[config.mk]
export PLATFORM = sky130hd
export DESIGN_NAME = pkt_stream_tx
export DESIGN_NICKNAME = d
export VERILOG_FILES = /design/src/rtl/pkt_stream_tx.sv
export SDC_FILE = /design/constraint.sdc
export NUM_CORES = 1
export LEC_CHECK = 0
export ABC_AREA = 0
export CAP_MARGIN = 20
export CELL_PAD_IN_SITES_DETAIL_PLACEMENT = 2
export CELL_PAD_IN_SITES_GLOBAL_PLACEMENT = 2
export CORE_ASPECT_RATIO = 2
export CORE_MARGIN = 2
export CORE_UTILIZATION = 44
export DETAILED_ROUTE_END_ITERATION = 12
export PLACE_DENSITY_LB_ADDON = 0.1
export SETUP_SLACK_MARGIN = 0.4
export SKIP_CTS_REPAIR_TIMING = 1
export SLEW_MARGIN = 5
export SYNTH_ARGS = -nofsm -noshare
export SYNTH_HDL_FRONTEND = slang
export SYNTH_SLANG_ARGS = --single-unit
[constraint.sdc]
create_clock -name clk -period 9.9 [get_ports clk]
set_input_delay 1.98 -clock clk [delete_from_list [all_inputs] [get_ports clk]]
set_output_delay 1.98 -clock clk [all_outputs]
set_load 0.01 [all_outputs]
[src/rtl/pkt_stream_tx.sv]
// rtl/pkt_stream_tx.sv - packet word FIFO feeding a framed valid/ready stream with CRC-8 on the last beat
module pkt_stream_tx #(
    parameter int DEPTH = 8
) (
    input  logic        clk,
    input  logic        rst,
    input  logic        in_valid,
    output logic        in_ready,
    input  logic [31:0] in_data,
    input  logic [3:0]  in_keep,
    input  logic        in_last,
    input  logic [1:0]  in_dest,
    input  logic [1:0]  in_src,
    output logic        s_valid,
    input  logic        s_ready,
    output logic        s_sop,
    output logic        s_eop,
    output logic [31:0] s_data,
    output logic [3:0]  s_keep,
    output logic [1:0]  s_dest,
    output logic [1:0]  s_src,
    output logic [7:0]  s_crc,
    output logic        err_keep,
    output logic [15:0] pkt_cnt
);
    localparam int AW = $clog2(DEPTH);
    localparam logic [AW:0] FULL_CNT = (AW+1)'(DEPTH);

    localparam logic [0:0] IN_FIRST = 1'b0;
    localparam logic [0:0] IN_BODY  = 1'b1;
    localparam logic [0:0] OUT_SOP  = 1'b0;
    localparam logic [0:0] OUT_BODY = 1'b1;

    function automatic logic [7:0] crc8_byte(input logic [7:0] c, input logic [7:0] b);
        logic [7:0] r;
        r = c ^ b;
        for (int i = 0; i < 8; i++) begin
            r = r[7] ? ((r << 1) ^ 8'h07) : (r << 1);
        end
        return r;
    endfunction

    // Entry layout: {first, last, dest, src, keep, data}
    logic [41:0]   mem_q [DEPTH];
    logic [AW-1:0] wr_ptr_q, rd_ptr_q;
    logic [AW:0]   cnt_q;
    logic [0:0]    in_state_q, out_state_q;
    logic [1:0]    dest_q, src_q;
    logic [7:0]    crc_acc_q;
    logic [15:0]   pkt_cnt_q;
    logic          err_keep_q;

    logic        push, pop, keep_ok;
    logic [1:0]  wr_dest, wr_src;
    logic [41:0] head;
    logic [7:0]  crc_beat;

    assign in_ready = !rst && (cnt_q != FULL_CNT);
    assign s_valid  = (cnt_q != '0);
    assign push     = in_valid && in_ready;
    assign pop      = s_valid && s_ready;
    assign head     = mem_q[rd_ptr_q];

    assign keep_ok = in_last ? (in_keep == 4'hF || in_keep == 4'hE || in_keep == 4'hC || in_keep == 4'h8)
                             : (in_keep == 4'hF);

    // Header comes straight from the pins on a packet's first word, from the latch afterwards.
    assign wr_dest = (in_state_q == IN_FIRST) ? in_dest : dest_q;
    assign wr_src  = (in_state_q == IN_FIRST) ? in_src  : src_q;

    always_comb begin
        crc_beat = crc_acc_q;
        for (int i = 0; i < 4; i++) begin
            if (head[35-i]) begin
                crc_beat = crc8_byte(crc_beat, head[31-8*i -: 8]);
            end
        end
    end

    assign s_sop    = s_valid & head[41];
    assign s_eop    = s_valid & head[40];
    assign s_dest   = s_valid ? head[39:38] : 2'b00;
    assign s_src    = s_valid ? head[37:36] : 2'b00;
    assign s_keep   = s_valid ? head[35:32] : 4'h0;
    assign s_data   = s_valid ? head[31:0]  : 32'h0;
    assign s_crc    = s_eop ? crc_beat : 8'h00;
    assign err_keep = err_keep_q;
    assign pkt_cnt  = pkt_cnt_q;

    always_ff @(posedge clk) begin
        if (push) begin
            mem_q[wr_ptr_q] <= {(in_state_q == IN_FIRST), in_last, wr_dest, wr_src, in_keep, in_data};
        end
    end

    always_ff @(posedge clk) begin
        if (rst) begin
            wr_ptr_q    <= '0;
            rd_ptr_q    <= '0;
            cnt_q       <= '0;
            in_state_q  <= IN_FIRST;
            out_state_q <= OUT_SOP;
            dest_q      <= 2'b00;
            src_q       <= 2'b00;
            crc_acc_q   <= 8'h00;
            pkt_cnt_q   <= 16'h0;
            err_keep_q  <= 1'b0;
        end else begin
            err_keep_q <= push && !keep_ok;
            if (push) begin
                wr_ptr_q <= wr_ptr_q + AW'(1);
                if (in_state_q == IN_FIRST) begin
                    dest_q <= in_dest;
                    src_q  <= in_src;
                end
                in_state_q <= in_last ? IN_FIRST : IN_BODY;
            end
            if (pop) begin
                rd_ptr_q <= rd_ptr_q + AW'(1);
                if (head[40]) begin
                    out_state_q <= OUT_SOP;
                    crc_acc_q   <= 8'h00;
                    pkt_cnt_q   <= pkt_cnt_q + 16'h1;
                end else begin
                    out_state_q <= OUT_BODY;
                    crc_acc_q   <= crc_beat;
                end
            end
            case ({push, pop})
                2'b10:   cnt_q <= cnt_q + 1'b1;
                2'b01:   cnt_q <= cnt_q - 1'b1;
                default: cnt_q <= cnt_q;
            endcase
        end
    end

    a_sop_matches_state: assert property (@(posedge clk) disable iff (rst)
        s_valid |-> (head[41] == (out_state_q == OUT_SOP)));

endmodule
# == Word level (Yosys, flattened, before mapping) ==
# Memories as Yosys holds them, arrays and structs flattened. A register that Yosys moved wholly into a read port is not among the register bits.
# Index checks and enable logic that the tools add are counted.
# classes
n_addsub,5
eq_ne,7
n_mux,51
bitwise,39
n_reduce_logical,12
# op_table
operator,n
3-bit two-way mux,34
3-bit NOT,32
8-bit two-way mux,6
32-bit two-way mux,1
8-bit XOR,4
16-bit by 1-bit adder with 16-bit output (second input constant),1
4-bit == test (second input constant),4
2-bit two-way mux,4
4-bit case mux with 2 select lines,1
3-bit by 1-bit adder with 3-bit output (second input constant),2
4-bit by 1-bit adder with 4-bit output (second input constant),1
1-bit logical AND,4
1-bit two-way mux,4
4-bit two-way mux,1
4-bit inequality test (second input constant),1
4-bit nonzero test,1
4-bit by 1-bit subtractor with 4-bit output (second input constant),1
1-bit logical OR,3
1-bit AND,2
2-bit by 1-bit == test with 1-bit output (second input constant),1
2-bit == test (second input constant),1
1-bit zero test,2
2-bit AND reduction,1
2-bit nonzero test,1
1-bit NOT,1
# totals
regBits,40
mem_bits_rw,336
wordCells,124
n_memories,1
# memory_table
memory,words,width,rd,rd_ports_with_merged_regs,wr,line,source
mem_q,8,42,1,1,1,44,logic [41:0] mem_q [DEPTH];

# == Longest topological paths before layout ==
# Gate-level depths: netlist (run 1).
# logic_depth
word_depth,73
ltp_mapped,22

# == Worst setup path before layout (run 1) ==
# OpenSTA, ideal clock, no wires.
# synth_timing
path_type,input-to-reg
start,input port rst
end,"memory mem_q[2][0], enable pin"
arrival_time_ps,7270
required_ps,9339
slack_ps,2069
cell_stages,6
path_buffers,2
cell_sequence,clkbuf_1 a21oi_1 and2_1 clkbuf_1 inv_1 nor4b_1
# synth_between
elab_chain_len,5
# synth_lines
item,line,source
from (decl),6,"input logic rst,"
1-bit zero test,58,assign in_ready = !rst && (cnt_q != FULL_CNT);
1-bit logical AND,58,
net in_ready,8,"output logic in_ready,"
1-bit logical AND,60,assign push = in_valid && in_ready;
1-bit two-way mux,91,if (push) begin
1-bit two-way mux (implied by the code),92,"mem_q[wr_ptr_q] <= {(in_state_q == IN_FIRST), in_last, wr_dest, wr_src, in_keep, in_data};"
to (decl),44,
# The timed path passes the listed nets, and every way through them passes these cells.

==> impl_metrics.ini, run 1 <==
[clock_network]
cts_root_buffer = clkbuf_16
clk-insertion-delay-late_ns = 0.53
cts.sinks = 379
cts_tree = built
cts_buffers = 36
cts.htree.levels = 2
cts_max_path_buffers = 3
path_clk_slew_ns = 0.06

[yosys]
syn_inst = 983
synth_cell_type_count = 59
dominantRegCellSynth = edfxtp_1
syn_nets = 1035
yosys_warnings = 0
ys_ff_latch = 379
async_flop_share = 0
seq_area_frac_synth = 0.656
syn_avg_cell_area_sq_um = 17.0
synth_edf_count = 336
netlist_area_sq_mm = 0.0167

[grt]
grt_use_met3 = 0.0340
grt_util_met2 = 0.465
grt_pass1_vias = 10500
gr-usage-met1 = 0.266
grt-busiest-layer = met2
antenna_found_initial = 1
grt_max_degree = 51
overflow = 0
grt_pass1_wl_um = 69100
grt_use_total = 0.242

[timing]
hold_viol = 0
setup_viol = 0
fmax_mhz = 113
rsz0062_at_grt = false
drv_slew = 0
timing.final.crit_share = 0.893
final.setup.tns_ns = 0
min_period_ns = 8.84
worst_slew_pin_slew_ns = 1.04
max-slew-margin-rel = 0.284
finClkSkew_ns = 0.0178

[finish]
final_common_cell = edfxtp_1
syn_to_final_growth_pct = 17.0
regArea_sq_mm = 0.0110
fillers = 3411
multi_input_comb_area_sq_mm = 0.00548
layout.nets = 1168
layout_common_cells = edfxtp_1 (336), clkdlybuf4s50_1 (113), nor2_1 (95)
diodes = 0
drive_above_1_share = 0.166

[critical_path]
worst-path-max-fanout = 50
critPathArrivalTime_ns = 6.86
reg2regPathDepth = 17
required_ns = 7.92
timing.rr.end = crc_acc_q[7]$_SDFFE_PP0P_
cp-end-kind = output port
crit_type = flop to output port
critPathLaunchType = flop
crit_end = s_crc[7]
rrSetupSlack_ns = 3.90

[die]
core_sq_mm = 0.0373
dieArea_sq_mm = 0.0396
rows = 100
die_h_um = 279
die_w_um = 142
start_util = 0.447
io_pins = 114

[routing]
wl_per_cell_um = 28.9
drt-initial-drc-count = 471
firstDrtPassIters = 4
wirelength_um = 46300
drc = 0
final_antenna_net_count = 0
vias = 9042
avgViaCountPerCell = 5.64

[run_status]
status = finished, final reports clean

[placement]
hpwl_um = 31400
gp_congestion = 0.790
port_buffers = 113

[job]
max_cap_viol_count = 0

[hold_path]
hp-class = flop to flop
[Yosys cell counts, types with 8 or more instances]
cell / number / area share
dfxtp_1: 43 / 0.052
mux2i_1: 63 / 0.038
clkbuf_1: 20 / 0.0045
xnor2_1: 73 / 0.038
edfxtp_1: 336 / 0.60
nand2_1: 33 / 0.0074
xnor3_1: 15 / 0.020
xnor2_2: 8 / 0.0078
xor2_1: 48 / 0.025
mux2_2: 8 / 0.0054
o21ai_0: 8 / 0.0024
a21oi_1: 16 / 0.0048
o21ai_1: 9 / 0.0027
nor2_1: 96 / 0.022
inv_1: 12 / 0.0027
mux4_2: 68 / 0.092
[per-layer routing]
metal | routed length, um | part of all wire
met1 | 16700 | 0.36
met2 | 26100 | 0.56
met3 | 1620 | 0.035
met4 | 1840 | 0.040
met5 | 14 | 0.00030
[registers in the layout (all words and copies together) (netlist names), named ones only]
signal / flops
mem_q: 336
pkt_cnt: 16
crc_acc_q: 8
cnt_q: 4
rd_ptr_q: 3
wr_ptr_q: 3
dest_q: 2
src_q: 2
err_keep: 1
in_state_q: 1
[critical path, cell delays in order, from the launching register on]
cell and delay [ns]:
dfxtp_4 0.97, mux2i_1 0.25, a22o_1 0.31, a211oi_2 0.39
xnor3_1 0.50, xnor3_1 0.40, nor2_1 0.06, xnor2_2 0.33
xor3_1 0.49, nor2_2 0.18, xor2_2 0.28, xor3_1 0.52
nor2_4 0.18, xnor3_1 0.36, xnor2_1 0.14, nor2_1 0.06
xnor2_1 0.28, nor2_1 0.08, clkdlybuf4s50_1 0.50
[logic make-up after synthesis]
kind of cell | Yosys count | synth area share
compound gates | 55 | 0.0209
buf+inv | 55 | 0.0184
simple gates | 184 | 0.0509
flops | 379 | 0.656
xor+xnor | 152 | 0.102
fa+ha+maj | 7 | 0.00570
mux | 151 | 0.146
[worst min-delay path by stage]
| stage | startpoint | to | cells after the start |
|---|---|---|---|
| 2_1_floorplan | rd_ptr_q[1]$_SDFFE_PP0P_ | flop | 2 |
| 3_3_place_gp | rd_ptr_q[1]$_SDFFE_PP0P_ | flop | 2 |
| 3_5_place_dp | pkt_cnt[15]$_SDFFE_PP0P_ | pkt_cnt[15]$_SDFFE_PP0P_ | 2 |
| 4_1_cts | pkt_cnt[15]$_SDFFE_PP0P_ | pkt_cnt[15]$_SDFFE_PP0P_ | 2 |
| 5_1_grt | rd_ptr_q[1]$_SDFFE_PP0P_ | flop | 2 |
| 6_report | pkt_cnt[15]$_SDFFE_PP0P_ | pkt_cnt[15]$_SDFFE_PP0P_ | 2 |
[stage by stage]
stage               hold slack [ns]  setup WS, ns  std cells  area, sq um  utilization
floorplan                     0.454          2.07        983        16700            -
global placement              0.463          1.63       1536        18400        0.493
detailed placement            0.495          1.49       1537        18400        0.493
CTS                           0.508         0.885       1602        19500        0.523
global route                  0.545         0.649       1602        19500        0.523
finish                        0.504          1.06       1602        19500        0.523
[cell type report]
type,instances,share of cell area
clock buffers,53,0.0532
well taps,459,0.0294
flip-flops and latches,379,0.562
inverters,12,0.00231
clock inverters,12,0.00500
repair buffers,138,0.0676
multi-input cells,549,0.281
Power of run 1 is not shown: default switching activity piles up to over one toggle a cycle in this logic, so the estimate is an artifact.
==> run 2: changes to the inputs <==
clock period = 8.21 ns   (was 9.9 ns; I/O delays follow)
==> run 2 against run 1 <==
Compared with the run above:
- worst setup slack worse by 0.54 ns
- largest cell class unchanged
- highest routed layer unchanged
- critical path type unchanged
- register-to-register slack got worse by 0.88 ns
- routed wire length is 1.1% higher
- utilization rose by 1.3 points
==> impl_metrics.ini, run 2 (synthesis results as in run 1) <==
[run_status]
status = finished, final reports clean

[critical_path]
cp-end-kind = output port
critPathMaxStageDelay_ns = 0.62
rrSetupSlack_ns = 3.02
timing.rr.end = crc_acc_q[3]$_SDFFE_PP0P_
reg2regPathDepth = 18
crit_top_cell = xnor2_2
worst-path-max-fanout = 13
critPathLaunchType = flop
crit_type = flop to output port
cp_cell_sequence = buf_4, buf_16, mux4_2, xor2_1, xnor3_2, xnor3_1, mux2i_4, xnor2_1, nor2_2, xnor2_2, xor2_2, xnor2_2, mux2_4, xnor2_2, xnor2_2, xnor2_1, o21ai_1, nor2_1, clkdlybuf4s50_1
required_ns = 6.57
slowest_stage = mux4_2
critPathArrivalTime_ns = 6.05

[grt]
overflow = 0
grt_pass1_wl_um = 68800
grt_pass1_vias = 10600
grt_use_total = 0.239
grt_max_degree = 43
antenna_found_initial = 1

[routing]
vias = 9165
wirelength_um = 46800
firstDrtPassIters = 4
drt-initial-drc-count = 503
final_antenna_net_count = 0
drc = 0
wl_per_cell_um = 28.6
avgViaCountPerCell = 5.61

[die]
core_sq_mm = 0.0373
die_w_um = 142
rows = 100
dieArea_sq_mm = 0.0396
die_h_um = 279
io_pins = 114
start_util = 0.447

[timing]
worst_slew_pin_slew_ns = 1.04
timing.final.crit_share = 0.937
setup_viol = 0
min_period_ns = 7.69
fmax_mhz = 130
finClkSkew_ns = 0.0259
whs_ns = 0.500
rsz0062_at_grt = true
drv_slew = 0
hold_viol = 0
max-slew-margin-rel = 0.306

[placement]
port_buffers = 113
hpwl_um = 30100
gp_congestion = 0.770

[clock_network]
cts.htree.levels = 2
path_clk_slew_ns = 0.07
cts.sinks = 379
clk-insertion-delay-late_ns = 0.53
cts_tree = built
cts_max_path_buffers = 3
cts_buffers = 36
cts_root_buffer = clkbuf_16

[hold_path]
hp-start = pkt_cnt[15]$_SDFFE_PP0P_
hp-class = flop to flop
min_path_cells = 2
hold-path-endpoint = pkt_cnt[15]$_SDFFE_PP0P_

[finish]
fillers = 3352
diodes = 0
layout_common_cells = edfxtp_1 (336), clkdlybuf4s50_1 (112), nor2_1 (93)
layout.nets = 1201
largest_register_ffs = 336
syn_to_final_growth_pct = 20.0
top_register = mem_q
final_common_cell = edfxtp_1
drive_above_1_share = 0.210

[job]
max_cap_viol_count = 0
run 2: changes by cell type in the layout (fill, tap and decap cells not counted), sizes merged:
cell | previous run | this run
buf | 25 | 58
inv | 12 | 13
clkdlybuf4s50 | 113 | 112
dlymetal6s2s | 0 | 1
clkinv | 10 | 12
clkbuf | 53 | 44
bufinv | 1 | 2
clkinvlp | 1 | 5
run 2: worst max-delay path by stage:
stage               slack (ns)                     to  from
finish                    0.52               s_crc[2]  flop
global route              0.30               s_crc[2]  flop
CTS                      -0.19               s_crc[2]  flop
detailed placement        0.48               s_crc[2]  flop
global placement          0.52               s_crc[2]  flop
floorplan                 0.72  mem_q[2][0]$_DFFE_PP_   rst
run 2: cell type report:
class / count / area [sq um] / area share
clock inverters: 20 / 179 / 0.00894
flip-flops and latches: 379 / 11000 / 0.548
clock buffers: 44 / 1010 / 0.0506
well taps: 459 / 574 / 0.0287
repair buffers: 171 / 1610 / 0.0806
inverters: 12 / 45.0 / 0.00225
multi-input cells: 549 / 5630 / 0.281
run 2: critical path, delay by kind of cell, from the launching register on:
kind / cells / cell delay, ns
AND/OR/NAND/NOR: 2 / 0.30
multiplexers: 3 / 1.22
flip-flops: 1 / 0.44
AO/OA/AOI/OAI: 1 / 0.12
XOR/XNOR: 10 / 2.44
buffers and inverters: 3 / 0.99
run 2: metal layers:
layer	global-route usage	part of all wire	up-vias
met1	0.279	0.39	4833
met4	0.0859	0.033	2
met2	0.447	0.55	214
li1	-	-	4034
met3	0.0289	0.029	82
met5	0	0.00032	-
run 2: through the flow:
step | instances | cell area [sq um] | utilization | setup TNS, ns | worst slack [ns]
after floorplan | 983 | 16700 | - | 0 | 0.717
after global placement | 1552 | 18500 | 0.496 | 0 | 0.524
after detailed placement | 1553 | 18500 | 0.496 | 0 | 0.475
after CTS | 1617 | 19700 | 0.528 | -0.368 | -0.192
after global routing | 1634 | 20000 | 0.537 | 0 | 0.302
final | 1634 | 20000 | 0.537 | 0 | 0.519
Power of run 2 is left out for the same reason.
==> run 3: changes to the inputs <==
SETUP_SLACK_MARGIN = 0.5   (was 0.4)
==> run 3 against run 2 <==
Compared with the run above:
- first-iteration DRC count increased by 11%
- final cell count up 0.31%
- routed wire length is 1.1% higher
- sequential cell count unchanged
- via count grew 0.41%
- worst setup slack lost 0.011 ns
- design area rose by 0.29%
- sequential share of layout area shrank 0.16 points
- critical path type unchanged
==> impl_metrics.ini, run 3 (synthesis results as in run 1) <==
[timing]
min_period_ns = 7.70
timing.final.crit_share = 0.938
drv_slew = 0
worst_slew_pin_slew_ns = 1.05
final.setup.tns_ns = 0
rsz0062_at_grt = true
finClkSkew_ns = 0.0276
hold_viol = 0
fmax_mhz = 130
max-slew-margin-rel = 0.301
setup_viol = 0
timing.final.ws_setup_ns = 0.508

[critical_path]
critPathMaxStageDelay_ns = 0.62
slowest_stage = mux4_2
required_ns = 6.57
crit_type = flop to output port
critPathLaunchType = flop
critPathArrivalTime_ns = 6.06
cp-end-kind = output port
cp.buffers_inverters = 3
crit_top_cell = xnor2_2
worst-path-max-fanout = 13
cp_cell_sequence = buf_4, buf_16, mux4_2, xor2_1, xnor3_2, xnor3_1, mux2i_4, xnor2_1, nor2_2, xnor2_2, xor2_2, xnor2_2, mux2_4, xnor2_2, xnor2_2, xnor2_1, o21ai_1, nor2_1, clkdlybuf4s50_1
critPathTopFamily = XOR/XNOR gates

[hold_path]
hp-class = flop to flop

[finish]
syn_to_final_growth_pct = 20.3
diodes = 0
drive_above_1_share = 0.216
layout.nets = 1206
largest_register_ffs = 336
final_common_cell = edfxtp_1
layout_common_cells = edfxtp_1 (336), clkdlybuf4s50_1 (111), nor2_1 (93)
top_register = mem_q

[clock_network]
cts.htree.levels = 2
cts_buffers = 36
path_clk_slew_ns = 0.07
cts_max_path_buffers = 3
cts.sinks = 379
cts_root_buffer = clkbuf_16
cts_tree = built
clk-insertion-delay-late_ns = 0.54

[routing]
final_antenna_net_count = 0
vias = 9203
wirelength_um = 47300
drc = 0
firstDrtPassIters = 5
avgViaCountPerCell = 5.62
wl_per_cell_um = 28.9
drt-initial-drc-count = 558

[die]
rows = 100
start_util = 0.447
die_w_um = 142
core_sq_mm = 0.0373
die_h_um = 279
io_pins = 114
dieArea_sq_mm = 0.0396

[placement]
preCtsSetupSlack_ns = 0.475
hpwl_um = 30100
gp_congestion = 0.770
port_buffers = 113

[grt]
grt_pass1_wl_um = 68800
antenna_found_initial = 0
grt_use_total = 0.239
overflow = 0
grt_pass1_vias = 10600
grt_max_degree = 43

[job]
max_cap_viol_count = 0

[run_status]
status = finished, final reports clean
==> run 3: changes by cell type in the layout (fill, tap and decap cells not counted) <==
| cell | change |
|---|---|
| dlymetal6s2s_1 | +1 |
| mux2_2 | +1 |
| buf_4 | +5 |
| a22oi_1 | -1 |
| mux2i_4 | +1 |
| mux2_1 | -1 |
| mux2i_1 | -1 |
| clkdlybuf4s50_1 | -1 |
| a22oi_2 | +1 |
==> run 3: worst paths after layout <==
kind                                                  end  slack (ns)                     start  cells after the start
worst max-delay path                             s_crc[2]        0.51                      flop                     19
worst min-delay path             pkt_cnt[15]$_SDFFE_PP0P_        0.50  pkt_cnt[15]$_SDFFE_PP0P_                      2
worst max register to register  crc_acc_q[3]$_SDFFE_PP0P_        2.99                      flop                     18
worst min register to register   pkt_cnt[15]$_SDFFE_PP0P_        0.50  pkt_cnt[15]$_SDFFE_PP0P_                      2
==> run 3: final cells by class <==
type / instances / area (sq um)
Sequential cell: 379 / 11000
Clock inverter: 20 / 179
Inverter: 12 / 45.0
Multi-Input combinational cell: 549 / 5650
Fill cell: 3349 / 17200
Timing Repair Buffer: 176 / 1650
Clock buffer: 44 / 1010
Tap cell: 459 / 574
==> run 3: worst min-delay path: cells and delay by family, from the launching register on <==
family / cells / cell delay [ns]
AOI/OAI and AO/OA: 2 / 0.13
DFF: 1 / 0.32
==> run 3: layer usage <==
metal,wire (um),track usage,part of all wire
met5,0,0,0
met4,1450,0.0859,0.031
met1,18200,0.279,0.38
met2,26400,0.447,0.56
met3,1240,0.0289,0.026
==> run 3: stage by stage <==
| step | util | cell area (sq um) | instances | hold slack, ns |
|---|---|---|---|---|
| 2_1_floorplan | - | 16700 | 983 | 0.454 |
| 3_3_place_gp | 0.496 | 18500 | 1552 | 0.455 |
| 3_5_place_dp | 0.496 | 18500 | 1553 | 0.492 |
| 4_1_cts | 0.528 | 19700 | 1617 | 0.502 |
| 5_1_grt | 0.538 | 20100 | 1639 | 0.567 |
| 6_report | 0.538 | 20100 | 1639 | 0.500 |
Power of run 3 is left out for the same reason.
